[src/rtl/core_datapath_p_if.sv]
// Control/memory-side signal bundle of core_datapath_p. The control unit
// and memory drive the master side; the datapath sits on the slave side.
interface core_datapath_p_if #(
  parameter int DATA_W = 8,
  parameter int NREG   = 12,
  parameter int SEL_W  = 4,
  parameter int PSEL_W = 2
);
  logic [NREG-1:0]   wen;
  logic [NREG-1:0]   inc;
  logic [NREG-1:0]   clr;
  logic [SEL_W-1:0]  bus_sel;
  logic [2:0]        alu_op;
  logic              ac_wen;
  logic [PSEL_W-1:0] ptr_sel;
  logic [DATA_W-1:0] mem_rdata;
  logic              mem_valid;
  logic [DATA_W-1:0] bus;
  logic [DATA_W-1:0] d_addr;
  logic [DATA_W-1:0] ac;
  logic              z1;
  logic              z2;
  logic              stall;

  modport master (
    output wen, inc, clr, bus_sel, alu_op, ac_wen, ptr_sel, mem_rdata, mem_valid,
    input  bus, d_addr, ac, z1, z2, stall
  );

  modport slave (
    input  wen, inc, clr, bus_sel, alu_op, ac_wen, ptr_sel, mem_rdata, mem_valid,
    output bus, d_addr, ac, z1, z2, stall
  );
endinterface

[src/rtl/core_datapath_p.sv]
// Parametrised core datapath: register bank, bus mux, accumulator ALU,
// pointer address mux, equality flags and a memory-wait stall.
module core_datapath_p #(
  parameter int DATA_W = 8,
  parameter int NREG   = 12,
  parameter int SEL_W  = 4,
  parameter int PTR_N  = 4,
  parameter int PSEL_W = 2,
  parameter int Z1_A   = 8,
  parameter int Z1_B   = 9,
  parameter int Z2_A   = 10,
  parameter int Z2_B   = 11
) (
  input logic              CLK,
  input logic              RST_n,
  core_datapath_p_if.slave dp
);

  if (Z1_A >= NREG || Z1_B >= NREG || Z2_A >= NREG || Z2_B >= NREG ||
      PTR_N > NREG || PTR_N > (1 << PSEL_W) || (1 << SEL_W) < NREG + 2) begin : g_param_err
    $error("core_datapath_p: register index or select width parameter out of range");
  end

  logic [DATA_W-1:0] gpr [NREG];
  logic [DATA_W-1:0] acc;
  logic [DATA_W-1:0] bus_val;
  logic [DATA_W-1:0] addr_val;
  logic              stall_now;

  // Accumulator operation; every result wraps to DATA_W bits.
  function automatic logic [DATA_W-1:0] alu_result(
    input logic [2:0]        op,
    input logic [DATA_W-1:0] a,
    input logic [DATA_W-1:0] b
  );
    logic [DATA_W-1:0] r;
    r = '0;
    case (op)
      3'd0: r = b;
      3'd1: r = a + b;
      3'd2: r = a - b;
      3'd3: r = a * b;
      3'd4: r = a & b;
      3'd5: r = a | b;
      3'd6: r = a + DATA_W'(1);
      3'd7: r = '0;
      default: r = '0;
    endcase
    return r;
  endfunction

  always_comb begin
    bus_val = '0;
    if (dp.bus_sel == '0) begin
      bus_val = dp.mem_rdata;
    end else if (dp.bus_sel == SEL_W'(1)) begin
      bus_val = acc;
    end else begin
      for (int i = 0; i < NREG; i++) begin
        if (dp.bus_sel == SEL_W'(i + 2)) bus_val = gpr[i];
      end
    end
  end

  always_comb begin
    addr_val = '0;
    for (int i = 0; i < PTR_N; i++) begin
      if (dp.ptr_sel == PSEL_W'(i)) addr_val = gpr[i];
    end
  end

  // Freeze only when something actually consumes memory data that is not ready yet.
  assign stall_now = (dp.bus_sel == '0) && ((|dp.wen) || dp.ac_wen) && !dp.mem_valid;

  always_ff @(posedge CLK or negedge RST_n) begin
    if (!RST_n) begin
      for (int i = 0; i < NREG; i++) gpr[i] <= '0;
    end else if (!stall_now) begin
      for (int i = 0; i < NREG; i++) begin
        if (dp.clr[i])      gpr[i] <= '0;
        else if (dp.wen[i]) gpr[i] <= bus_val;
        else if (dp.inc[i]) gpr[i] <= gpr[i] + DATA_W'(1);
      end
    end
  end

  always_ff @(posedge CLK or negedge RST_n) begin
    if (!RST_n) begin
      acc <= '0;
    end else if (!stall_now && dp.ac_wen) begin
      acc <= alu_result(dp.alu_op, acc, bus_val);
    end
  end

  assign dp.bus    = bus_val;
  assign dp.d_addr = addr_val;
  assign dp.ac     = acc;
  assign dp.z1     = (gpr[Z1_A] == gpr[Z1_B]);
  assign dp.z2     = (gpr[Z2_A] == gpr[Z2_B]);
  assign dp.stall  = stall_now;

endmodule

[src/flat_wrapper.sv]
// flat-port wrapper written by rule: the top's interface ports become plain ports
module core_datapath_p_flat 
#(
  parameter int DATA_W = 8,
  parameter int NREG   = 12,
  parameter int SEL_W  = 4,
  parameter int PTR_N  = 4,
  parameter int PSEL_W = 2,
  parameter int Z1_A   = 8,
  parameter int Z1_B   = 9,
  parameter int Z2_A   = 10,
  parameter int Z2_B   = 11
)
  (CLK, RST_n, dp_wen, dp_inc, dp_clr, dp_bus_sel, dp_alu_op, dp_ac_wen, dp_ptr_sel, dp_mem_rdata, dp_mem_valid, dp_bus, dp_d_addr, dp_ac, dp_z1, dp_z2, dp_stall);
  core_datapath_p_if #(.DATA_W(DATA_W), .NREG(NREG), .SEL_W(SEL_W), .PSEL_W(PSEL_W)) dp_i ();
  input logic CLK;
  input logic RST_n;
  input wire logic [$bits(dp_i.wen)-1:0] dp_wen;
  input wire logic [$bits(dp_i.inc)-1:0] dp_inc;
  input wire logic [$bits(dp_i.clr)-1:0] dp_clr;
  input wire logic [$bits(dp_i.bus_sel)-1:0] dp_bus_sel;
  input wire logic [$bits(dp_i.alu_op)-1:0] dp_alu_op;
  input wire logic [$bits(dp_i.ac_wen)-1:0] dp_ac_wen;
  input wire logic [$bits(dp_i.ptr_sel)-1:0] dp_ptr_sel;
  input wire logic [$bits(dp_i.mem_rdata)-1:0] dp_mem_rdata;
  input wire logic [$bits(dp_i.mem_valid)-1:0] dp_mem_valid;
  output wire logic [$bits(dp_i.bus)-1:0] dp_bus;
  output wire logic [$bits(dp_i.d_addr)-1:0] dp_d_addr;
  output wire logic [$bits(dp_i.ac)-1:0] dp_ac;
  output wire logic [$bits(dp_i.z1)-1:0] dp_z1;
  output wire logic [$bits(dp_i.z2)-1:0] dp_z2;
  output wire logic [$bits(dp_i.stall)-1:0] dp_stall;
  assign dp_i.wen = dp_wen;
  assign dp_i.inc = dp_inc;
  assign dp_i.clr = dp_clr;
  assign dp_i.bus_sel = dp_bus_sel;
  assign dp_i.alu_op = dp_alu_op;
  assign dp_i.ac_wen = dp_ac_wen;
  assign dp_i.ptr_sel = dp_ptr_sel;
  assign dp_i.mem_rdata = dp_mem_rdata;
  assign dp_i.mem_valid = dp_mem_valid;
  assign dp_bus = dp_i.bus;
  assign dp_d_addr = dp_i.d_addr;
  assign dp_ac = dp_i.ac;
  assign dp_z1 = dp_i.z1;
  assign dp_z2 = dp_i.z2;
  assign dp_stall = dp_i.stall;
  core_datapath_p #(.DATA_W(DATA_W), .NREG(NREG), .SEL_W(SEL_W), .PTR_N(PTR_N), .PSEL_W(PSEL_W), .Z1_A(Z1_A), .Z1_B(Z1_B), .Z2_A(Z2_A), .Z2_B(Z2_B)) u_core (.CLK(CLK), .RST_n(RST_n), .dp(dp_i));
endmodule
[config.mk]
export PLATFORM = sky130hd
export DESIGN_NAME = core_datapath_p_flat
export DESIGN_NICKNAME = d
export VERILOG_FILES = /design/src/rtl/core_datapath_p_if.sv /design/src/rtl/core_datapath_p.sv /design/src/flat_wrapper.sv
export SDC_FILE = /design/constraint.sdc
export NUM_CORES = 1
export LEC_CHECK = 0
export ABC_AREA = 0
export CAP_MARGIN = 0
export CORE_ASPECT_RATIO = 1.1
export CORE_MARGIN = 2
export CORE_UTILIZATION = 30
export CTS_CLUSTER_DIAMETER = 30
export DETAILED_ROUTE_END_ITERATION = 6
export DONT_BUFFER_PORTS = 1
export PLACE_DENSITY = 0.5
export RECOVER_POWER = 100
export SYNTH_ARGS = -nofsm -noshare
export SYNTH_HDL_FRONTEND = slang
export SYNTH_SLANG_ARGS = --single-unit
[constraint.sdc]
create_clock -name CLK -period 5.7 [get_ports CLK]
set_clock_uncertainty 0.15 [all_clocks]
set_input_delay 0.57 -clock CLK [delete_from_list [all_inputs] [get_ports CLK]]
set_output_delay 0.57 -clock CLK [all_outputs]
set_load 0.005 [all_outputs]
==> key figures, run 1 <==
Outcome
  • Status: finished with violations
  • Failing checks: capacitance limit, slew limit

Power
  • Clock share of power: 25.8%
  • Sw Ratio: 40.2%
  • Power Density: roughly 250 nW/µm²
  • Seq pwr share: a little under two fifths
  • Maximum VDD drop: 143 µV
  • P_leak: ~0.0042 µW
  • P_int: 1580 µW
  • Switching Power: about 1100 µW
  • Combinational share of power: a little under two fifths

Die
  • Die width: around 180 µm
  • Initial core utilization: between 30% and 40%
  • Die H: between 150 and 200 µm
  • # rows: between 60 and 70
  • Io pins: between 80 and 90
  • Die area: between 30000 and 40000 µm²
  • Total core area: roughly 32000 µm²

Logic synthesis
  • Register bit total from synthesis: ~100
  • Ys Warns: 0
  • Top-area cell type share of the netlist area: roughly a quarter
  • Synth top area cells: dfrtp_1, o21ai_0, nor2_1
  • Number of enable flip-flop cells after synthesis: 0
  • Most numerous cell in the Yosys netlist: o21ai_0
  • Share of flip-flops with an asynchronous set or reset: 100%
  • Syn_nets: 1388
  • Synth top cells by count: o21ai_0, nor2_1, dfrtp_1
  • Cell count after synthesis: around 1300
  • Area leader, netlist: dfrtp_1
  • Synth Flop Type: dfrtp_1
  • Post-synthesis instance area: between 9000 and 10000 µm²
  • Syn avg cell area: between 7 and 8 µm²
  • Post-synthesis sequential area ratio: 26.4%
  • Synth cell types: about 80

Critical path
  • Crit-path cells: nor2b_1 -> o21ai_0 -> or4_1 -> a31oi_2 -> or2_2 -> nand2_1 -> fa_2 -> fa_1 -> inv_1 -> fa_1 -> inv_1 -> fa_1 -> inv_1 -> ha_4 -> a21oi_2 -> xnor2_1 -> xnor3_1 -> xnor3_1 -> nor3_1 -> a211o_1
  • Startpoint types: flip-flop
  • Critical Path End Type: flip-flop
  • CP max stage delay: between 0.5 and 0.6 ns
  • Crit Path Category: flip-flop to flip-flop
  • Critical Path AT: 5.48 ns
  • Critical Path RT: 5.79 ns
  • Critical-path maximum fanout: 5
  • Slowest cell on the critical path: or4_1

Drt
  • Via count: 9681
  • Residual DRC count: 0
  • Per-cell routed wire length: between 20 and 25 µm
  • Wire length on met1: 16200 µm
  • Antenna-violating nets left: 0
  • Met3 WL: approximately 2500 µm
  • Routed wl met2: 17200 µm
  • 1st-pass router iterations: 5
  • Drt via density: ~6
  • Initial drt markers: ~1000
  • Highest metal used: met5
  • Routed wire length: about 37000 µm

Clock network
  • Num CTS Buffers: 9
  • Max clock buf depth: 2
  • CTS sink count: ~100
  • CTS tree: built
  • Clock-pin slew on the worst setup and hold paths: 0.08 ns
  • H-tree depth: 3
  • CTS root buf: clkbuf_16
  • Clk Latency, worst-skew pair: 0.36 ns

Final layout
  • Layout fillers: roughly 3500
  • Finished Layout Cells: roughly 1600
  • Nets@finish: approximately 1300
  • Fraction of layout cells with a size suffix above 1: 7.30%
  • Layout area overhead: 6.56%

STA
  • Final Cycle Share: around 94%
  • Fin. max-slew vios: 138
  • Final min period: around 5.4 ns
  • Slew Limit Headroom: -85.7%
  • Final setup viols: 0
  • RSZ-0062 raised after global routing: no
  • Final hold violations: 0
  • Sum of negative setup slack: 0 ns
  • Max Freq: between 0.15 and 0.2 GHz
  • Worst Tran Pin Value: 2.79 ns

Global route
  • Global route total overflow: 0
  • Vias in the first global route: 9227
  • Initial antenna violation count: 4
  • First-pass GRT wire length: 56000 µm
  • Tot GR Track Use: 21.0%
  • Largest net degree at the start of global routing: 105

Placed design
  • Post-detail-place hpwl: about 26000 µm
  • Routability Congestion: slightly above 0.9
  • Placed Instances: between 1500 and 2000
  • Port bufs: 0

Worst hold path
  • Hold Path Class: input pin to flip-flop

Run
  • Maxcap violations: 3
per-layer routing:
layer / vias up / GRT usage, %
met2: 311 / 34.4
met5: - / 0
met1: 4775 / 28.1
met4: 4 / 5.51
met3: 49 / 4.51
li1: 4542 / -
worst max-delay path: cells and delay by family (launching register included):
family | cells | cell delay (ns)
flops | 1 | 0.44
compound gates | 4 | 0.70
fa+ha+maj | 5 | 2.15
simple gates | 5 | 1.07
buf+inv | 3 | 0.16
xor+xnor | 3 | 0.59
cell usage in the layout, fill, tap and decap left out, types with 30 or more instances in the layout:
cell	instances
ha_1	33
a31oi_1	31
and3_1	37
a21oi_1	72
a22oi_1	40
inv_1	41
nand2_1	80
dfrtp_1	104
o21ai_0	222
nor2_1	123
nand3_1	30
nor3_1	40
worst paths after layout:
path,slack (ns),startpoint,depth (start not counted),endpoint
worst max-delay path,0.32,u_core.gpr[59],20,u_core.dp.ac[7]
worst min-delay path,0.23,dp_wen[2],2,u_core.gpr[72]
worst max register to register,0.32,u_core.gpr[59],20,u_core.dp.ac[7]
worst min register to register,0.41,u_core.gpr[33],2,u_core.gpr[33]
max in group asynchronous,2.84,RST_n,1,u_core.gpr[38]
min in group asynchronous,0.89,RST_n,1,u_core.gpr[85]
registers in the layout (all words and copies together), names as in the netlist:
name,cells
u_core.dp.ac,8
u_core.gpr,96
cell families after synthesis:
| kind of cell | count (synthesis) | synth area share (%) |
|---|---|---|
| AOI/OAI and AO/OA | 465 | 28.6 |
| and+or+nand+nor | 439 | 22.9 |
| buffers and inverters | 155 | 6.46 |
| DFF | 104 | 26.4 |
| adders and majority gates | 49 | 7.22 |
| xor gates and xnor gates | 35 | 3.55 |
| muxes | 35 | 4.78 |
final cells by class:
| type | count | area (µm²) | area share [%] |
|---|---|---|---|
| Multi-Input combinational cell | 1023 | 6680 | 63.7 |
| Sequential cell | 104 | 2600 | 24.8 |
| Tap cell | 426 | 533 | 5.08 |
| Clock buffer | 11 | 243 | 2.31 |
| Timing Repair Buffer | 31 | 193 | 1.84 |
| Inverter | 45 | 169 | 1.61 |
| Clock inverter | 5 | 65.1 | 0.620 |
| Antenna cell | 1 | 2.50 | 0.0239 |
repair_timing:
action | CTS | global route
endpoints found under the hold margin | 104 | 0
setup buffers | 0 | 0
setup endpoints to repair | 0 | 1
hold buffers | 1 | 0
resized for setup | 0 | 1
power groups by stage:
| stage | sequential (µW) | clock (µW) | combinational (µW) |
|---|---|---|---|
| after floorplan | 924 | 0 | 749 |
| after global routing | 999 | 713 | 1090 |
| after global placement | 998 | 0 | 957 |
| after detailed placement | 997 | 0 | 966 |
| final | 986 | 680 | 974 |
| after CTS | 984 | 691 | 992 |
metrics by stage:
stage	instance area [µm²]	total power, µW	setup WS, ns	util [%]	hold WS (ns)
detailed placement	10200	1960	0.114	31.7	0.129
CTS	10600	2670	0.261	32.7	0.0304
global route	10500	2800	0.0481	32.5	0.220
finish	10500	2640	0.318	32.5	0.227
global placement	10200	1950	0.198	31.7	0.130
floorplan	10000	1670	0.142	-	0.124
(Power assumes the default switching activity.)
==> run 2, diff against run 1 <==
- PLACE_DENSITY: 0.5 -> 0.46
- SKIP_CTS_REPAIR_TIMING: unset -> 1
==> key figures, run 2 (synthesis gave the netlist of run 1 again) <==
Global route
  • Tot GR Track Use: 21.6%
  • First-pass GRT wire length: ~57000 µm
  • Vias in the first global route: about 9100
  • Largest net degree at the start of global routing: 105
  • Global route total overflow: 0
  • Initial antenna violation count: 4

Power
  • Maximum VDD drop: roughly 120 µV
  • Power Density: roughly 250 nW/µm²
  • P_leak: between 0.004 and 0.005 µW

Final layout
  • Finished Layout Cells: roughly 1600
  • Commonest non-fill, non-tap cells in the layout: o21ai_0, nor2_1, dfrtp_1, nand2_1, a21oi_1
  • Commonest non-fill, non-tap cell in the layout: o21ai_0
  • Antenna Diode Count: 0
  • Layout area overhead: 6.32%
  • Nets@finish: ~1300
  • Fraction of layout cells with a size suffix above 1: just over 7%
  • Max reg flops: 96
  • Most flops, register: u_core.gpr

Clock network
  • Max clock buf depth: 2
  • Num CTS Buffers: 9
  • CTS root buf: clkbuf_16
  • Clk Latency, worst-skew pair: 0.37 ns
  • CTS tree: built
  • Clock-pin slew on the worst setup and hold paths: around 0.090 ns
  • CTS sink count: approximately 100
  • H-tree depth: 3

Placed design
  • Routability Congestion: 0.876
  • Placed Instances: 1628
  • Post-detail-place hpwl: between 20000 and 30000 µm
  • Port bufs: 0

Drt
  • Per-cell routed wire length: 22.7 µm
  • 1st-pass router iterations: 5
  • Antenna-violating nets left: 0
  • Via count: approximately 9600
  • Drt via density: a little under 6
  • Routed wire length: 37400 µm
  • Residual DRC count: 0
  • Initial drt markers: between 600 and 700

Outcome
  • Status: finished with violations
  • Failing checks: capacitance limit, slew limit

Critical path
  • Critical Path End Type: flip-flop
  • CP Launch Point: u_core.gpr[59]
  • Startpoint types: flip-flop
  • Number of cells on the critical path: 20
  • R2R Path End: u_core.dp.ac[7]
  • Critical Path RT: between 5 and 6 ns
  • CP max stage delay: roughly 0.54 ns
  • CP bufs+invs: 3
  • Crit Path Category: flip-flop to flip-flop
  • Crit-path cells: nor2b_1 -> o21ai_0 -> or4_1 -> a31oi_1 -> or2_2 -> nand2_1 -> fa_2 -> fa_1 -> inv_1 -> fa_1 -> inv_1 -> fa_1 -> inv_1 -> ha_4 -> a21oi_2 -> xnor2_1 -> xnor3_1 -> xnor3_1 -> nor3_1 -> a211o_1
  • Reg2reg start: u_core.gpr[59]
  • Critical-path maximum fanout: 6
  • Critical Path AT: about 5.5 ns
  • Reg2reg setup slack: 0.29 ns
  • CP top delay family: adder cells
  • Critical Path Sink: u_core.dp.ac[7]
  • R2r worst-path depth: 20
  • Slowest cell on the critical path: fa_1

STA
  • Max Freq: between 0.15 and 0.2 GHz
  • Final min period: between 5 and 6 ns
  • Worst Tran Pin Value: between 2 and 3 ns
  • Slew Limit Headroom: -88.9%
  • Final Cycle Share: between 90 and 100%
  • Fin. max-slew vios: approximately 140
  • Final hold violations: 0
  • Sum of negative setup slack: 0 ns
  • Final setup viols: 0
  • RSZ-0062 raised after global routing: no

Die
  • Die H: between 150 and 200 µm
  • Die area: between 30000 and 40000 µm²
  • # rows: 69
  • Die width: 177 µm
  • Total core area: between 30000 and 40000 µm²
  • Io pins: 84
  • Initial core utilization: between 30% and 40%

Run
  • Maxcap violations: 3

Worst hold path
  • Hold path startpoint: dp_wen[4]
  • Hold Path Class: input pin to flip-flop
==> run 2: cell types whose count changed in the layout (fill, tap and decap cells not counted) <==
cell        previous run  this run
a31oi_1               31        32
a31oi_2                1         0
buf_4                 20        19
bufinv_16              1         0
clkinvlp_4             2         0
diode_2                1         0
inv_6                  0         3
inv_8                  1         2
o21ai_0              222       221
o21ai_1                1         2
or2_0                 14        13
or2_1                  1         2
==> run 2: where the power goes <==
part           internal, µW  switching (µW)  total (µW)  leakage, µW
Combinational           400             582         982      0.00270
Sequential              820             156         977      0.00139
Clock                   321             335         656     0.000148
==> run 2: worst min-delay path by stage <==
stage,endpoint,cells after the start
2_1_floorplan,u_core.dp.ac[0],0
3_3_place_gp,u_core.gpr[84],0
3_5_place_dp,u_core.gpr[84],0
4_1_cts,u_core.gpr[84],0
5_1_grt,u_core.gpr[56],2
6_report,u_core.gpr[56],2
==> run 2: cell type report <==
cell class | instances | area [µm²]
timing repair buffer | 31 | 189
clock buffer | 10 | 239
tap | 426 | 533
sequential | 104 | 2600
fill | 3513 | 21800
inverter | 45 | 169
multi-input combinational | 1023 | 6680
clock inverter | 6 | 57.6
==> run 2: worst reg2reg max path: cells and delay by family, from the launching register on <==
kind / cells / cell delay [ns]
adders and majority gates: 5 / 2.13
DFF: 1 / 0.43
and+or+nand+nor: 5 / 1.03
buffers and inverters: 3 / 0.16
AOI/OAI and AO/OA: 4 / 0.77
xor gates and xnor gates: 3 / 0.61
==> run 2: routing by layer <==
metal	global-route usage, %	up-vias	wire (µm)
met5	0	-	39
met4	6.37	6	853
met3	4.18	54	2040
met2	35.3	288	18000
met1	28.9	4754	16500
li1	-	4535	-
==> run 2: per-stage QoR <==
stage	hold slack [ns]	utilization [%]	worst slack [ns]	total power (µW)	instance area [µm²]
finish	0.215	32.4	0.285	2610	10500
global route	0.208	32.4	0.0102	2790	10500
CTS	-0.276	32.6	0.270	2630	10500
detailed placement	0.131	31.7	0.175	1960	10200
global placement	0.131	31.7	0.248	1960	10200
floorplan	0.124	-	0.142	1670	10000
==> run 3, diff against run 2 <==
- ABC_AREA: 0 -> 1
==> key figures, run 3 <==
Critical path
  • Slowest cell on the critical path: fa_1
  • Critical Path End Type: flip-flop
  • Critical Path AT: 5.25 ns
  • Startpoint types: input pin
  • Critical Path RT: 5.81 ns
  • CP bufs+invs: 5
  • Critical-path maximum fanout: 6
  • CP max stage delay: 0.53 ns
  • CP top delay family: adder cells
  • Crit Path Category: input pin to flip-flop
  • CP most frequent cell: nand2_1

STA
  • Final setup viols: 0
  • Crit path setup slack, layout: about 0.56 ns
  • Sum of negative setup slack: 0 ns
  • Final Cycle Share: 90.1%
  • Slew Limit Headroom: -96.0%
  • Fin. max-slew vios: 117
  • Max Freq: 0.195 GHz
  • RSZ-0062 raised after global routing: no
  • Final hold violations: 0
  • Worst Tran Pin Value: roughly 2.9 ns
  • Final min period: around 5 ns

Logic synthesis
  • Mux contribution to synthesized area: 0%
  • Synth top area cells: dfrtp_1, nand2_1, inv_1
  • Synth top cells by count: nand2_1, inv_1, nor2_1
  • Share of flip-flops with an asynchronous set or reset: between 90% and 100%
  • Simple-gate share of the synthesized area: between 30 and 40%
  • Xor/xnor share of the synthesized area: between 1 and 1.5%
  • Post-synthesis instance area: approximately 9000 µm²
  • Ys Warns: 0
  • Cell count after synthesis: ~1400
  • Synth Area in Compound Gates: a little over a fifth
  • Syn avg cell area: approximately 6.6 µm²
  • Area leader, netlist: dfrtp_1
  • Synth cell types: 39
  • Synth Flop Type: dfrtp_1
  • Syn_nets: ~1500
  • Post-synthesis sequential area ratio: between 20% and 30%
  • Register bit total from synthesis: ~100
  • Adder-Cell Fraction of Synth Area: under 10%
  • Combinational family with the most area after synthesis: simple AND/OR/NAND/NOR gates
  • Most numerous cell in the Yosys netlist: nand2_1
  • Number of enable flip-flop cells after synthesis: 0
  • Top-area cell type share of the netlist area: 28.3%

Die
  • Io pins: between 80 and 90
  • # rows: 67
  • Total core area: between 30000 and 40000 µm²
  • Die area: 32000 µm²
  • Die width: between 150 and 200 µm
  • Die H: 187 µm
  • Initial core utilization: 30.3%

Clock network
  • CTS sink count: ~100
  • Num CTS Buffers: 9
  • CTS root buf: clkbuf_16
  • Clock-pin slew on the worst setup and hold paths: 0.08 ns
  • Max clock buf depth: 2
  • H-tree depth: 3
  • CTS tree: built
  • Clk Latency, worst-skew pair: approximately 0.37 ns

Drt
  • Routed wire length: roughly 36000 µm
  • Highest metal used: met5
  • Per-cell routed wire length: 19.5 µm
  • Residual DRC count: 0
  • Met3 WL: ~2400 µm
  • Drt via density: approximately 5.3
  • Antenna-violating nets left: 0
  • Initial drt markers: approximately 950
  • 1st-pass router iterations: 5
  • Via count: 9721
  • Routed wl met2: 16500 µm
  • Wire length on met1: roughly 16000 µm

Worst hold path
  • Hold Path Class: input pin to flip-flop

Final layout
  • Commonest non-fill, non-tap cell in the layout: nand2_1
  • Nets@finish: 1510
  • Fraction of layout cells with a size suffix above 1: 5.75%
  • Max reg flops: 96
  • Most flops, register: u_core.gpr
  • Layout fillers: ~3300
  • Layout area overhead: 9.80%
  • Antenna Diode Count: 0
  • Commonest non-fill, non-tap cells in the layout: nand2_1, inv_1, nor2_1, a21oi_1, dfrtp_1

Outcome
  • Failing checks: capacitance limit, slew limit
  • Status: finished with violations

Placed design
  • Routability Congestion: approximately 0.87
  • Post-detail-place hpwl: 26200 µm
  • Post-Place Setup Slack: roughly 0.34 ns
  • Port bufs: 0

Run
  • Maxcap violations: 2

Global route
  • Vias in the first global route: 9513
  • Largest net degree at the start of global routing: 105
  • First-pass GRT wire length: approximately 55000 µm
  • Global route total overflow: 0
  • Initial antenna violation count: 1
  • Tot GR Track Use: between 20% and 30%

Power
  • Maximum VDD drop: roughly 160 µV
  • Power Density: 278 nW/µm²
  • P_leak: between 0.004 and 0.005 µW
[run 3: logic make-up after synthesis]
kind of cell,count (synthesis)
AO/OA/AOI/OAI,303
XOR/XNOR,14
adder cells (fa/ha/maj),49
buffers and inverters,260
flip-flops,104
AND/OR/NAND/NOR,661
[run 3: layer usage]
metal / vias to the layer above / track usage (%)
li1: 4696 / -
met1: 4667 / 30.1
met2: 301 / 36.2
met3: 55 / 4.49
met4: 2 / 6.77
met5: - / 0
[run 3: path summary, 6_finish.rpt]
path,start,endpoint,slack [ns],cells after the start
min in group asynchronous,RST_n,u_core.gpr[53],1.00,1
setup reg to reg,u_core.gpr[91],u_core.dp.ac[6],0.71,24
hold / removal,dp_wen[1],u_core.gpr[81],0.25,2
max in group asynchronous,RST_n,u_core.dp.ac[2],2.70,1
setup / recovery,dp_bus_sel[3],u_core.dp.ac[6],0.56,25
hold reg to reg,u_core.gpr[49],u_core.gpr[49],0.45,2
[run 3: cell type report]
cell class                      instances  area, µm²  area share [%]
Multi-Input combinational cell       1027       5580            55.4
Sequential cell                       104       2600            25.8
Inverter                              237        890            8.83
Tap cell                              414        518            5.14
Clock buffer                            9        225            2.23
Timing Repair Buffer                   25        148            1.46
Clock inverter                          6        115            1.14
[run 3: power by group]
group	total [µW]	switching [µW]	internal, µW
Clock	758	327	431
Sequential	976	146	830
Combinational	1060	705	360
Total	2800	1180	1620
[run 3: metrics by stage]
step,hold slack [ns],utilization (%),cells,cell area (µm²),total power (µW)
CTS,-0.273,33.5,1821,10100,2820
floorplan,0.124,-,1391,9180,1680
finish,0.248,33.3,1822,10100,2800
global route,0.259,33.3,1822,10100,3020
global placement,0.128,32.4,1806,9800,2040
detailed placement,0.130,32.4,1806,9800,2050
[run 3: worst register-to-register path, stage by stage (launching register included)]
cell      delay [ns]
dfrtp_1         0.41
inv_1           0.12
o21ai_0         0.17
a21oi_1         0.07
nand4_1         0.10
nand2_1         0.09
nand3_1         0.08
nand2_1         0.07
nand4_1         0.10
nand2_1         0.09
clkinv_1        0.08
clkbuf_1        0.38
nand2_1         0.14
fa_1            0.40
inv_1           0.09
fa_1            0.39
ha_1            0.29
inv_1           0.05
fa_1            0.53
inv_1           0.04
ha_1            0.33
a21oi_1         0.19
xor2_1          0.19
o221ai_1        0.13
a22o_1          0.20
